==> config.mk <==
export PLATFORM = sky130hd
export DESIGN_NAME = fetch_queue_flat
export DESIGN_NICKNAME = d
export VERILOG_FILES = /design/src/rtl/fetch_queue_pkg.sv /design/src/rtl/fetch_queue_if.sv /design/src/rtl/fetch_queue_fifo.sv /design/src/rtl/fetch_queue.sv /design/src/flat_wrapper.sv
export SDC_FILE = /design/constraint.sdc
export NUM_CORES = 1
export LEC_CHECK = 0
export CAP_MARGIN = 20
export CORE_ASPECT_RATIO = 0.7
export CORE_MARGIN = 10
export CORE_UTILIZATION = 40
export DETAILED_ROUTE_END_ITERATION = 12
export PLACE_DENSITY = 0.57
export SLEW_MARGIN = 40
export SYNTH_ARGS = -nofsm -noshare
export SYNTH_HDL_FRONTEND = slang
export SYNTH_SLANG_ARGS = --single-unit
==> constraint.sdc <==
create_clock -name clk -period 5.6 [get_ports clk]
set_input_delay 0.56 -clock clk [delete_from_list [all_inputs] [get_ports clk]]
set_output_delay 0.56 -clock clk [all_outputs]
set_load 0.005 [all_outputs]
==> src/rtl/fetch_queue_pkg.sv <==
// -----------------------------------------------------------------------------
// fetch_queue_pkg
// Shared widths and constants for the instruction prefetch queue.
//   FQ_WORD      instruction word width
//   FQ_AWIDTH    instruction address width
//   FQ_DEPTH     default queue depth (also the outstanding-fetch cap)
//   FQ_RESET_PC  fetch address after reset
// -----------------------------------------------------------------------------
package fetch_queue_pkg;
   localparam int FQ_WORD   = 16;
   localparam int FQ_AWIDTH = 16;
   localparam int FQ_DEPTH  = 4;
   localparam logic [FQ_AWIDTH-1:0] FQ_RESET_PC = '0;
endpackage

==> src/rtl/fetch_queue_if.sv <==
// -----------------------------------------------------------------------------
// fetch_queue_if
// Bundles the prefetch stage's memory-side and decode-side handshakes.
//   imem_req/imem_addr/imem_ack      fetch request channel
//   imem_rvalid/imem_rdata           in-order fetch response channel
//   redirect/redirect_pc/stall_fetch control from the processor
//   ir_valid/ir/ir_pc/ir_ready       queue head towards decode
// master = prefetch stage, slave = memory + processor environment.
// -----------------------------------------------------------------------------
interface fetch_queue_if
   import fetch_queue_pkg::*;
#(
   parameter int WIDTH  = FQ_WORD,
   parameter int AWIDTH = FQ_AWIDTH
) ();
   logic              imem_req;
   logic [AWIDTH-1:0] imem_addr;
   logic              imem_ack;
   logic              imem_rvalid;
   logic [WIDTH-1:0]  imem_rdata;
   logic              redirect;
   logic [AWIDTH-1:0] redirect_pc;
   logic              stall_fetch;
   logic              ir_valid;
   logic [WIDTH-1:0]  ir;
   logic [AWIDTH-1:0] ir_pc;
   logic              ir_ready;

   modport master (
      output imem_req, imem_addr, ir_valid, ir, ir_pc,
      input  imem_ack, imem_rvalid, imem_rdata, redirect, redirect_pc,
             stall_fetch, ir_ready
   );

   modport slave (
      input  imem_req, imem_addr, ir_valid, ir, ir_pc,
      output imem_ack, imem_rvalid, imem_rdata, redirect, redirect_pc,
             stall_fetch, ir_ready
   );
endinterface

==> src/rtl/fetch_queue_fifo.sv <==
// -----------------------------------------------------------------------------
// fetch_queue_fifo
// DEPTH-entry circular buffer holding {instruction, pc} records.
//   clk, reset   clock, async active-high reset
//   i_flush      synchronous empty (wins over push/pop)
//   i_push       write i_data at tail (caller guarantees not full)
//   i_pop        advance head (caller guarantees not empty)
//   o_data       current head record (registered storage)
//   o_valid      queue not empty
//   o_count      occupancy 0..DEPTH
// -----------------------------------------------------------------------------
module fetch_queue_fifo
   import fetch_queue_pkg::*;
#(
   parameter int DEPTH = FQ_DEPTH,
   parameter int DW    = FQ_WORD + FQ_AWIDTH,
   parameter int CW    = $clog2(DEPTH) + 1
) (
   input  logic          clk,
   input  logic          reset,
   input  logic          i_flush,
   input  logic          i_push,
   input  logic [DW-1:0] i_data,
   input  logic          i_pop,
   output logic [DW-1:0] o_data,
   output logic          o_valid,
   output logic [CW-1:0] o_count
);
   localparam int PW = $clog2(DEPTH);

   logic [DEPTH-1:0][DW-1:0] r_mem;
   logic [PW-1:0]            r_wr, r_rd;
   logic [CW-1:0]            r_cnt;

   // DEPTH is a power of two, so pointers wrap by plain overflow.
   always_ff @(posedge clk or posedge reset) begin
      if (reset) begin
         r_mem <= '0;
         r_wr  <= '0;
         r_rd  <= '0;
         r_cnt <= '0;
      end else if (i_flush) begin
         r_wr  <= '0;
         r_rd  <= '0;
         r_cnt <= '0;
      end else begin
         if (i_push) begin
            r_mem[r_wr] <= i_data;
            r_wr        <= r_wr + PW'(1);
         end
         if (i_pop)
            r_rd <= r_rd + PW'(1);
         case ({i_push, i_pop})
            2'b10:   r_cnt <= r_cnt + CW'(1);
            2'b01:   r_cnt <= r_cnt - CW'(1);
            default: r_cnt <= r_cnt;
         endcase
      end
   end

   assign o_data  = r_mem[r_rd];
   assign o_valid = (r_cnt != '0);
   assign o_count = r_cnt;
endmodule

==> src/rtl/fetch_queue.sv <==
// -----------------------------------------------------------------------------
// fetch_queue
// Instruction prefetch stage: issues sequential word fetches, buffers the
// returned words with their PCs, and hands them to decode in order. A
// redirect flushes the queue, restarts fetch at redirect_pc and arranges for
// every response still in flight to be discarded.
//   clk, reset   clock, async active-high reset
//   bus          fetch_queue_if.master (memory request/response, redirect,
//                stall_fetch, decode-side ir_valid/ir/ir_pc/ir_ready)
// -----------------------------------------------------------------------------
module fetch_queue
   import fetch_queue_pkg::*;
#(
   parameter int DEPTH  = FQ_DEPTH,
   parameter int WIDTH  = FQ_WORD,
   parameter int AWIDTH = FQ_AWIDTH
) (
   input  logic          clk,
   input  logic          reset,
   fetch_queue_if.master bus
);
   localparam int CW = $clog2(DEPTH) + 1;
   localparam int SW = CW + 2;
   localparam logic [SW-1:0] CAP = SW'(DEPTH);

   logic [AWIDTH-1:0]       r_fpc;    // next fetch address
   logic [AWIDTH-1:0]       r_rpc;    // PC of the next kept response
   logic [CW-1:0]           r_outst;  // accepted fetches whose words we keep
   logic [CW-1:0]           r_disc;   // accepted fetches whose words we drop
   logic [CW-1:0]           w_count;
   logic [SW-1:0]           w_inflight;
   logic                    w_req, w_xfer, w_keep, w_drop, w_push, w_pop;
   logic                    w_valid;
   logic [WIDTH+AWIDTH-1:0] w_head;

   // Credit: every slot is claimed by a queued word or a fetch in flight, so
   // a kept response always finds room.
   assign w_inflight = SW'(w_count) + SW'(r_outst) + SW'(r_disc);
   assign w_req  = ~reset & ~bus.redirect & ~bus.stall_fetch & (w_inflight < CAP);
   assign w_xfer = w_req & bus.imem_ack;
   // Responses return in order, so the oldest r_disc of them are the stale ones.
   assign w_keep = bus.imem_rvalid & (r_disc == '0);
   assign w_drop = bus.imem_rvalid & (r_disc != '0);
   assign w_push = w_keep & ~bus.redirect;
   assign w_pop  = w_valid & bus.ir_ready;

   fetch_queue_fifo #(
      .DEPTH (DEPTH),
      .DW    (WIDTH + AWIDTH),
      .CW    (CW)
   ) u_fifo (
      .clk     (clk),
      .reset   (reset),
      .i_flush (bus.redirect),
      .i_push  (w_push),
      .i_data  ({bus.imem_rdata, r_rpc}),
      .i_pop   (w_pop),
      .o_data  (w_head),
      .o_valid (w_valid),
      .o_count (w_count)
   );

   always_ff @(posedge clk or posedge reset) begin
      if (reset) begin
         r_fpc   <= AWIDTH'(FQ_RESET_PC);
         r_rpc   <= AWIDTH'(FQ_RESET_PC);
         r_outst <= '0;
         r_disc  <= '0;
      end else if (bus.redirect) begin
         r_fpc   <= bus.redirect_pc;
         r_rpc   <= bus.redirect_pc;
         // Everything in flight becomes stale. A response landing this cycle
         // is already counted in r_disc or r_outst and is dropped right now,
         // so it is subtracted once whichever counter it belonged to.
         r_disc  <= r_disc + r_outst - CW'(bus.imem_rvalid);
         r_outst <= '0;
      end else begin
         if (w_xfer)
            r_fpc <= r_fpc + AWIDTH'(1);
         if (w_keep)
            r_rpc <= r_rpc + AWIDTH'(1);
         r_outst <= r_outst + CW'(w_xfer) - CW'(w_keep);
         r_disc  <= r_disc - CW'(w_drop);
      end
   end

   assign bus.imem_req  = w_req;
   assign bus.imem_addr = r_fpc;
   assign bus.ir_valid  = w_valid;
   assign bus.ir        = w_head[WIDTH+AWIDTH-1:AWIDTH];
   assign bus.ir_pc     = w_head[AWIDTH-1:0];
endmodule

==> src/flat_wrapper.sv <==
// flat-port wrapper written by rule: the top's interface ports become plain ports
module fetch_queue_flat import fetch_queue_pkg::*;
#(
   parameter int DEPTH  = FQ_DEPTH,
   parameter int WIDTH  = FQ_WORD,
   parameter int AWIDTH = FQ_AWIDTH
)
  (clk, reset, bus_imem_req, bus_imem_addr, bus_ir_valid, bus_ir, bus_ir_pc, bus_imem_ack, bus_imem_rvalid, bus_imem_rdata, bus_redirect, bus_redirect_pc, bus_stall_fetch, bus_ir_ready);
  fetch_queue_if #(.WIDTH(WIDTH), .AWIDTH(AWIDTH)) bus_i ();
  input  logic clk;
  input  logic reset;
  output wire logic [$bits(bus_i.imem_req)-1:0] bus_imem_req;
  output wire logic [$bits(bus_i.imem_addr)-1:0] bus_imem_addr;
  output wire logic [$bits(bus_i.ir_valid)-1:0] bus_ir_valid;
  output wire logic [$bits(bus_i.ir)-1:0] bus_ir;
  output wire logic [$bits(bus_i.ir_pc)-1:0] bus_ir_pc;
  input wire logic [$bits(bus_i.imem_ack)-1:0] bus_imem_ack;
  input wire logic [$bits(bus_i.imem_rvalid)-1:0] bus_imem_rvalid;
  input wire logic [$bits(bus_i.imem_rdata)-1:0] bus_imem_rdata;
  input wire logic [$bits(bus_i.redirect)-1:0] bus_redirect;
  input wire logic [$bits(bus_i.redirect_pc)-1:0] bus_redirect_pc;
  input wire logic [$bits(bus_i.stall_fetch)-1:0] bus_stall_fetch;
  input wire logic [$bits(bus_i.ir_ready)-1:0] bus_ir_ready;
  assign bus_imem_req = bus_i.imem_req;
  assign bus_imem_addr = bus_i.imem_addr;
  assign bus_ir_valid = bus_i.ir_valid;
  assign bus_ir = bus_i.ir;
  assign bus_ir_pc = bus_i.ir_pc;
  assign bus_i.imem_ack = bus_imem_ack;
  assign bus_i.imem_rvalid = bus_imem_rvalid;
  assign bus_i.imem_rdata = bus_imem_rdata;
  assign bus_i.redirect = bus_redirect;
  assign bus_i.redirect_pc = bus_redirect_pc;
  assign bus_i.stall_fetch = bus_stall_fetch;
  assign bus_i.ir_ready = bus_ir_ready;
  fetch_queue #(.DEPTH(DEPTH), .WIDTH(WIDTH), .AWIDTH(AWIDTH)) u_core (.clk(clk), .reset(reset), .bus(bus_i));
endmodule
======== Word level (Yosys, flattened, before mapping) ========
Index checks and enable logic that the tools add are counted.
operators by class
  $add $sub $neg .......................... 13
  order comparisons ....................... 4
  equal/unequal tests ..................... 2
  mux-type cells .......................... 17
  bitwise operators ....................... 11
  reductions and logical operators ........ 10
operators by type and width
  operator               count
  $bwmux 128             1
  $bmux 32 s2            1
  $demux 32 s2           1
  $mux 16                4
  $mux 32                2
  $add 16x1->16 const B  2
  $mux 3                 3
  $reduce_bool 3->1      3
  $sub 3x1->3            3
  $and 1x1->1            8
  $mux 2                 4
  $reduce_bool 2->1      4
  $lt 2x3->1 const B     2
  $pmux 3 s2             1
  $add 5x3->5            1
  $lt 5x3->1 const B     1
  $add 2x1->2 const B    2
  $add 3x3->4            1
  $add 3x1->3            1
  $add 3x1->3 const B    1
  $add 3x3->3            1
  $logic_not 3->1        1
  $not 1->1              3
  $sub 3x1->3 const B    1
  5 further kinds        5
word-level totals
  bits in registers ....................... 173
  input port bits ......................... 39
  logic and storage cells ................. 68

======== Depth between registers and ports, before layout ========
Gate-level depths: netlist (run 1).
  word-level depth ........................ 8
  gate-level depth with buffers ........... 16
  gate-level depth less buffers ........... 13

======== Cells and area by module ========
From an unflattened synthesis (run 1), not the netlist that was laid out.
second synthesis, totals
  cell total of the unflattened synthesis .. 634
  area total of the unflattened synthesis .. 8829.7 um2
by module, submodules not included
  module            times used  cells each  area an instance (um2)
  fetch_queue_fifo  1           351         6258.5
  fetch_queue       1           283         2571.2

======== Worst setup path after synthesis (run 1) ========
No wires, ideal clock.
  path kind ............................... register to register
  start point ............................. register u_core.u_fifo.r_cnt[0] (netlist: u_core.u_fifo.o_count[0])
  end point ............................... register u_core.r_outst[2]
  setup time .............................. 0.132 ns
  arrival ................................. 3.265 ns
  required time ........................... 5.468 ns
  slack ................................... 2.203 ns
  cell stages (with the launch flop) ...... 17
  path buffers ............................ 3
  clock period less this slack ............ 3.397 ns
  cells stage by stage .................... dfrtp_1 > ha_1 > fa_1 > xor2_1 > ha_1 > or3_1 > buf_2 > nand2b_1 > buf_6 > or2_0 > buf_2 > inv_1 > ha_1 > inv_1 > fa_1 > xnor2_1 > nor2_1
on the way
  cells in the longest elaborated chain, start to end .. 8
ends and longest elaborated chain
  item                      line                    source
  start: declaration        fetch_queue_fifo.sv:33  logic [CW-1:0] r_cnt;
  start signal: assignment  fetch_queue_fifo.sv:54  2'b10: r_cnt <= r_cnt + CW'(1);
  start signal: assignment  fetch_queue_fifo.sv:55  2'b01: r_cnt <= r_cnt - CW'(1);
  start signal: assignment  fetch_queue_fifo.sv:56  default: r_cnt <= r_cnt;
  $add 3x3->4               fetch_queue.sv:38       assign w_inflight = SW'(w_count) + SW'(r_outst) + SW'(r_disc);
  $add 5x3->5               fetch_queue.sv:38
  $lt 5x3->1                fetch_queue.sv:39       assign w_req = ~reset & ~bus.redirect & ~bus.stall_fetch & (w_inflight < CAP);
  $and 1x1->1               fetch_queue.sv:39
  $and 1x1->1               fetch_queue.sv:40       assign w_xfer = w_req & bus.imem_ack;
  $add 3x1->3               fetch_queue.sv:82       r_outst <= r_outst + CW'(w_xfer) - CW'(w_keep);
  $sub 3x1->3               fetch_queue.sv:82
  $mux 3                    fetch_queue.sv:69       end else if (bus.redirect) begin
  end signal: assignment    fetch_queue.sv:82
  end: declaration          fetch_queue.sv:28       logic [CW-1:0] r_outst;
No other way between the ends.
A chain may end at the register's enable or synchronous reset.

======== Worst setup path after layout (run 1) ========
  start point ............................. register u_core.u_fifo.r_cnt[0] (netlist: u_core.u_fifo.o_count[0])
  end point ............................... output port bus_imem_req
on the way
  cells in the longest elaborated chain, start to end .. 4
ends and longest elaborated chain
  item              line                source
  $add 3x3->4       fetch_queue.sv:38
  $add 5x3->5       fetch_queue.sv:38
  $lt 5x3->1        fetch_queue.sv:39
  $and 1x1->1       fetch_queue.sv:39
  end: declaration  flat_wrapper.sv:12  output wire logic [$bits(bus_i.imem_req)-1:0] bus_imem_req;
No other way between the ends.

==> results.md, run 1 <==
| Result | This run |
|---|---|
| Cell count after synthesis | 593 |
| GRT Util Overall | 14.4% |
| Slack of the worst reg-to-reg path | 1740 ps |
| Power Dens Cells | 414 nW/µm² |
| Clock latency reported for the late side of the worst-skew pair | 440 ps |
| F_max | 250 MHz |
| Met3 global-route usage | 4.21% |
| Residual DRC count | 0 |
| Number of clock sinks | 173 |
| Number of vias after detailed routing | 5109 |
| Pin count of the biggest net entering global routing | 96 |
| Clock period minus final worst setup slack | 3990 ps |
| Cell with the largest stage delay on the worst path | sky130_fd_sc_hd__clkdlybuf4s50_1 |
| Global-route wire length before repair | 31.2 mm |
| Required time worst endpoint | 5040 ps |
| H-tree depth | 4 |
| Fraction of met1 tracks used by global routing | 19.4% |
| Final Worst Setup Slack | 1610 ps |
| CTS root buf | sky130_fd_sc_hd__clkbuf_16 |
| Yosys warns | 0 |
| Setup clock skew after layout | 8.65 ps |
| Area taken by flip-flops and latches | 4330 µm² |
| Kind of start point of the critical path | register |
| Total length of routed wires | 19.2 mm |
| Hold path start | u_core.u_fifo.r_mem[82] |
| Syn Area/Cell | 14.2 µm² |
| Setup Fix Bufs, Post-CTS | 0 |
| Multi-input gate area in the final layout | 3760 µm² |
| Worst hold slack after final layout | 500 ps |
| Total grt overflow | 0 |
| Arrival time at the worst endpoint | 3430 ps |
| VDD IR max | 0.000220 V |
| CTS resizes | 0 |
| MaxCap Viol Count | 0 |
| Cell-by-cell trace of the critical path | ha_1 -> fa_1 -> xor2_1 -> ha_1 -> or3_1 -> nand2b_1 -> nor2_1 -> clkdlybuf4s50_1 |
| Hold_buf cts | 0 |
| Clock transition at the registers of the reported paths | 70 ps |
| Cell family contributing the most delay on the critical path | simple AND/OR/NAND/NOR gates |
| Setup WS pre-CTS | 1750 ps |
| Horizontal die dimension | 193 µm |
| Number of nets in the synthesized netlist | 654 |
| Type of the setup path with the least slack | register to output port |
| Area growth, synth to finish | 19.2% |
| Final GP Congestion | 0.880 |
| WL/cell | 20.0 µm |
| Initial standard-cell utilization of the core | 40.6% |
| Met2 routing resource usage after global routing | 22.3% |
| Transition time at the pin with the least slew margin | 726 ps |
| Vias in the first global route | 5461 |
| Number of pins exceeding their max-slew limit in the final report | 0 |
| 1st-iter DRT viols | 272 |
| Post-synth top flop | sky130_fd_sc_hd__dfrtp_1 |
| Startpoint of the most critical register-to-register path | u_core.u_fifo.o_count[0] |
| Filler Cell Count | 1831 |
| Area of the die | 27300 µm² |
| Row cnt | 44 |
| CTS Buffer Depth | 2 |
| Standard cell core area | 20700 µm² |
| Final Net Count | 732 |
| Capture point of the worst reg-to-reg path | u_core.r_outst[2] |
| Share of async-settable or async-resettable flops after synthesis | 100% |
| I/O pin count | 89 |
| Final setup violating endpoints | 0 |
| Run status | completed |
| Setup repair after global routing missed its margin | no |
| Worst hold path stage count | 1 |
| Delay of the slowest critical-path stage | 540 ps |
| Headroom to the max-slew limit | 51.2% |
| Number of clock buffers inserted by TritonCTS | 17 |
| Hold Fails Final Rpt | 0 |
| Pre-antenna DRT Iters | 4 |
| Inserted Diodes | 0 |
| Worst Path Buf+Inv | 1 |
| Static Leakage | 4.58 nW |
| TritonCTS clock tree | built |
| Layout cells sized above 1 | 32.3% |
| Number of distinct library cells after synthesis | 55 |
| Netlist Area Pre-Place | 8400 µm² |
| Die Height | 141 µm |
| Post-detail-place hpwl | 12.9 mm |
| Critical Path End Type | output port |
| Post-synth EDFFs | 0 |
| Antenna-violating nets left | 0 |
| FF-to-FF path depth | 13 |
| Most common cell on crit path | sky130_fd_sc_hd__ha_1 |
| Utilization of the core after routing | 48.4% |
| Cell count after placement | 928 |
| HP Class | register to register |
| Biggest fanout along the worst timing path | 8 |
| Setup TNS | 0 ps |
| Layer carrying the most global-route usage | met2 |
| Post-synthesis sequential area ratio | 51.5% |
| Post-route clock period utilization | 71.3% |
| Number of antenna violations at the first check in global routing | 0 |
| Layout Cells excl Fill | 960 |
| Capture endpoint of the worst hold path | u_core.u_fifo.r_mem[82] |
| Port-buffer cells | 88 |
| Post-synthesis sequential element count | 173 |
| Routed vias/inst | 5.32 |
## layout by cell type, fill, tap and decap left out, drive strengths merged, types with 9 or more instances in the layout
master,count
nor2,20
inv,22
mux4,32
o21ai,13
xor2,14
xnor2,19
nand3,10
mux2,135
clkinv,9
clkdlybuf4s50,88
ha,18
nand2,30
dfrtp,173
clkbuf,18
## cell type report
class	instances	share of cell area (%)
Sequential cell	173	43.2
Inverter	19	0.787
Timing Repair Buffer	94	9.24
Multi-Input combinational cell	366	37.6
Clock buffer	18	4.38
Tap cell	276	3.45
Clock inverter	14	1.35
## through the flow
step                power (mW)  cell area, µm²
floorplan                 2.44            8400
global placement          3.00            9430
detailed placement        3.04            9440
CTS                       4.22           10000
global route              4.41           10000
finish                    4.14           10000
## cell usage after synthesis, types with 2 or more instances
cell / n / share of area, %
sky130_fd_sc_hd__a21boi_1: 3 / 0.27
sky130_fd_sc_hd__a21oi_1: 5 / 0.30
sky130_fd_sc_hd__a31oi_1: 2 / 0.15
sky130_fd_sc_hd__and4_1: 2 / 0.21
sky130_fd_sc_hd__buf_2: 5 / 0.30
sky130_fd_sc_hd__buf_6: 14 / 1.9
sky130_fd_sc_hd__clkbuf_1: 14 / 0.63
sky130_fd_sc_hd__dfrtp_1: 173 / 52
sky130_fd_sc_hd__fa_1: 4 / 0.95
sky130_fd_sc_hd__ha_1: 18 / 2.7
sky130_fd_sc_hd__inv_1: 17 / 0.76
sky130_fd_sc_hd__mux2_2: 126 / 17
sky130_fd_sc_hd__mux2_4: 9 / 1.6
sky130_fd_sc_hd__mux2i_1: 2 / 0.24
sky130_fd_sc_hd__mux4_2: 32 / 8.6
sky130_fd_sc_hd__nand2_1: 26 / 1.2
sky130_fd_sc_hd__nand2_4: 4 / 0.54
sky130_fd_sc_hd__nand2b_1: 3 / 0.22
sky130_fd_sc_hd__nand3_1: 10 / 0.60
sky130_fd_sc_hd__nand4_1: 7 / 0.52
sky130_fd_sc_hd__nor2_1: 19 / 0.85
sky130_fd_sc_hd__nor2b_1: 2 / 0.15
sky130_fd_sc_hd__nor3_1: 4 / 0.24
sky130_fd_sc_hd__nor3_4: 2 / 0.39
sky130_fd_sc_hd__nor4_1: 5 / 0.37
sky130_fd_sc_hd__o211ai_1: 3 / 0.27
sky130_fd_sc_hd__o21ai_0: 12 / 0.71
sky130_fd_sc_hd__o311ai_0: 2 / 0.21
sky130_fd_sc_hd__o311ai_1: 5 / 0.52
sky130_fd_sc_hd__or2_2: 3 / 0.22
sky130_fd_sc_hd__or3_1: 5 / 0.37
sky130_fd_sc_hd__xnor2_1: 19 / 2.0
sky130_fd_sc_hd__xor2_1: 14 / 1.5
## state kept, by name, indices dropped and copies added, names as in the netlist
register	count
u_core.r_outst	3
u_core.r_disc	3
u_core.r_rpc	16
u_core.u_fifo.r_rd	2
u_core.u_fifo.o_count	3
u_core.bus.imem_addr	16
u_core.u_fifo.r_mem	128
u_core.u_fifo.r_wr	2
## power breakdown
group / switching (mW) / internal [mW] / leakage [nW]
registers: 0.185 / 1.48 / 2.28
logic: 0.523 / 0.806 / 2.01
clock network: 0.522 / 0.632 / 0.282
## worst max-delay path by stage
| stage | startpoint | endpoint | slack [ps] | cells after the start |
|---|---|---|---|---|
| 6_report | u_core.u_fifo.o_count[0] | bus_imem_req | 1610 | 8 |
| 2_1_floorplan | reset | u_core.bus.imem_addr[0] | 350 | 1 |
| 4_1_cts | u_core.u_fifo.o_count[0] | bus_imem_req | 1560 | 8 |
| 5_1_grt | u_core.u_fifo.o_count[0] | bus_imem_req | 1370 | 8 |
| 3_5_place_dp | u_core.u_fifo.o_count[0] | u_core.r_outst[2] | 1750 | 13 |
| 3_3_place_gp | u_core.u_fifo.o_count[0] | u_core.r_outst[2] | 1860 | 13 |
## cells by family after synthesis
group                    Yosys count  share of synthesized area (%)
flip-flops                       173                           51.5
multiplexers                     169                           27.3
AND/OR/NAND/NOR                   99                           6.81
buffers and inverters             54                           3.78
AO/OA/AOI/OAI                     43                           3.50
XOR/XNOR                          33                           3.44
adder cells (fa/ha/maj)           22                           3.63
## routing by layer
layer	vias up	part of all wire, %
met2	102	47
met1	2692	47
met3	7	4.8
met5	-	0
li1	2308	-
met4	0	0.66
Note: power is estimated with default switching activity, not from simulation.
==> run 2, diff against run 1 <==
- PLACE_DENSITY: 0.57 -> 0.59
- clock period: 5.6 -> 3.2 ns (I/O delays scaled with it)
==> run 2 against run 1 <==
  * Non-clock buffer count rose by 11
  * Wire length fell by 1.1%
  * Total power up 78%
  * Register-to-register slack worse by 1600 ps
  * First-iteration DRC count down 18%
  * Global-route usage fell by 0.14 points
  * Via count rose by 0.33%
  * Sequential power grew 73%
  * Critical path type is now register to register
==> results.md, run 2 (synthesized netlist as in run 1, its figures left out) <==
| Result | This run | vs previous |
|---|---|---|
| VDD IR max | 0.000422 V | +91% |
| Clock period minus final worst setup slack | 3020 ps |  |
| F_max | 331 MHz |  |
| Setup TNS | 0 ps | unchanged |
| Type of the setup path with the least slack | register to register |  |
| Area of placed instances | 9560 µm² | +1.2% |
| Number of vias after detailed routing | 5126 | +0.33% |
| Die Height | 141 µm | unchanged |
| Total Power Consumption | 7.39 mW | +78% |
| Pre-antenna DRT Iters | 4 | unchanged |
| Standard cell core area | 20700 µm² | unchanged |
| Static Leakage | 4.64 nW | +1.5% |
| Required time worst endpoint | 3560 ps | -1480 ps |
| Setup repair after global routing missed its margin | no |  |
| CTS Buffer Depth | 2 | unchanged |
| Row cnt | 44 | unchanged |
| Number of flip-flops under the largest register name | 128 | unchanged |
| Commonest non-fill, non-tap cell in the layout | sky130_fd_sc_hd__dfrtp_1 |  |
| Critical Path End Type | register |  |
| Startpoint of the most critical register-to-register path | u_core.r_outst[0] |  |
| TritonCTS clock tree | built |  |
| Biggest fanout along the worst timing path | 8 | unchanged |
| Routed vias/inst | 5.28 | -0.80% |
| Slack of the worst reg-to-reg path | 180 ps | -1560 ps |
| Pin count of the biggest net entering global routing | 94 | -2.1% |
| Horizontal die dimension | 193 µm | unchanged |
| Layout Cells excl Fill | 971 | +1.1% |
| Number of clock buffers inserted by TritonCTS | 17 | unchanged |
| Port-buffer cells | 88 | unchanged |
| Transition time at the pin with the least slew margin | 661 ps | -65.1 ps |
| Capture point of the worst reg-to-reg path | u_core.r_outst[2] |  |
| Setup WS pre-CTS | 159 ps | -1590 ps |
| Final setup violating endpoints | 0 | unchanged |
| WL/cell | 19.5 µm | -2.2% |
| Design Area, Final | 10200 µm² | +1.4% |
| Final GP Congestion | 0.834 | -5.2% |
| Layout cells sized above 1 | 34.8% | +2.5 points |
| Arrival time at the worst endpoint | 3380 ps | -50 ps |
| Final Net Count | 743 | +1.5% |
| Clock transition at the registers of the reported paths | 80 ps | about the same |
| Cell count after placement | 939 | +1.2% |
| Total length of routed wires | 19.0 mm | -1.1% |
| Area growth, synth to finish | 20.9% |  |
| HP Class | primary input to asynchronous set/reset pin |  |
| Most frequent cells in the layout | sky130_fd_sc_hd__dfrtp_1 (171), sky130_fd_sc_hd__mux2_2 (126), sky130_fd_sc_hd__clkdlybuf4s50_1 (87) |  |
| Post-detail-place hpwl | 13.0 mm | +0.59% |
| Initial standard-cell utilization of the core | 40.6% | unchanged |
| H-tree depth | 4 | unchanged |
| Antenna-violating nets left | 0 | unchanged |
| Setup clock skew after layout | 11.0 ps | +2.38 ps |
| Most flops, register | u_core.u_fifo.r_mem |  |
| I/O pin count | 89 | unchanged |
| Utilization of the core after routing | 49.1% | +0.69 points |
| 1st-iter DRT viols | 223 | -18% |
| Headroom to the max-slew limit | 55.6% | +4.4 points |
| Vias in the first global route | 5760 | +5.5% |
| Final Worst Setup Slack | 180 ps | -1430 ps |
| Inserted Diodes | 0 | unchanged |
| Hold_buf cts | 0 | unchanged |
| CTS root buf | sky130_fd_sc_hd__clkbuf_16 |  |
| Number of clock sinks | 173 | unchanged |
| Total grt overflow | 0 | unchanged |
| GRT Util Overall | 14.2% | -0.14 points |
| Run status | completed |  |
| FF-to-FF path depth | 13 | unchanged |
| Global-route wire length before repair | 31.4 mm | +0.57% |
| Power Dens Cells | 727 nW/µm² | +76% |
| Area of the die | 27300 µm² | unchanged |
| Worst hold slack after final layout | 440 ps | -60.3 ps |
| Post-route clock period utilization | 94.4% |  |
| Clock latency reported for the late side of the worst-skew pair | 430 ps | about the same |
| Kind of start point of the critical path | register |  |
| Number of antenna violations at the first check in global routing | 0 | unchanged |
| Residual DRC count | 0 | unchanged |
| MaxCap Viol Count | 0 | unchanged |
| Hold Fails Final Rpt | 0 | unchanged |
| Number of pins exceeding their max-slew limit in the final report | 0 | unchanged |
run 2: worst max-delay path, stage by stage (launching register included):
cell and delay, ps:
sky130_fd_sc_hd__dfrtp_1 390, sky130_fd_sc_hd__ha_2 200, sky130_fd_sc_hd__fa_2 340, sky130_fd_sc_hd__xor2_1 150
sky130_fd_sc_hd__ha_1 260, sky130_fd_sc_hd__or3_4 330, sky130_fd_sc_hd__nand2b_4 200, sky130_fd_sc_hd__or2_4 250
sky130_fd_sc_hd__inv_2 70, sky130_fd_sc_hd__ha_4 120, sky130_fd_sc_hd__inv_2 30, sky130_fd_sc_hd__fa_2 350
sky130_fd_sc_hd__xnor2_2 140, sky130_fd_sc_hd__nor2_1 110
run 2: metal layers:
metal,routed length [µm],track usage (%),share of wire (%)
met3,705,3.18,3.7
met5,0,0,0
met1,8860,18.5,47
met4,167,3.74,0.88
met2,9220,23.6,49
run 2: repair_timing:
item / 4_1_cts / 5_1_grt
endpoints found under the setup margin: 1 / 2
gates resized for setup: 1 / 4
setup buffers: 1 / 0
pin swaps: 0 / 1
run 2: worst max-delay path by stage:
stage                                        start                end  slack (ps)  cells after the start
after global placement           u_core.r_outst[0]  u_core.r_outst[1]         220                     12
after detailed placement         u_core.r_outst[0]  u_core.r_outst[1]         160                     12
after CTS                        u_core.r_outst[0]  u_core.r_outst[2]          50                     14
after global routing             u_core.r_outst[0]  u_core.r_outst[2]          50                     13
final                            u_core.r_outst[0]  u_core.r_outst[2]         180                     13
after floorplan           u_core.u_fifo.o_count[0]  u_core.r_outst[1]         -50                     15
run 2: area by class of cell:
cell class	instances	area [µm²]
Clock buffer	17	425
Clock inverter	15	164
Fill cell	1836	10500
Inverter	19	75.1
Multi-Input combinational cell	366	3800
Sequential cell	173	4330
Tap cell	276	345
Timing Repair Buffer	105	1020
run 2: where the power goes:
| part | total [mW] | internal [mW] | switching (mW) |
|---|---|---|---|
| registers | 2.87 | 2.58 | 0.289 |
| clock network | 2.06 | 1.06 | 1.00 |
| logic | 2.46 | 1.49 | 0.973 |
==> run 3, diff against run 2 <==
- SKIP_LAST_GASP: not set -> 1
- SLEW_MARGIN: 40 -> 20
==> results of run 3 <==
The final DEF is identical to that of run 2; final timing and power are the same.
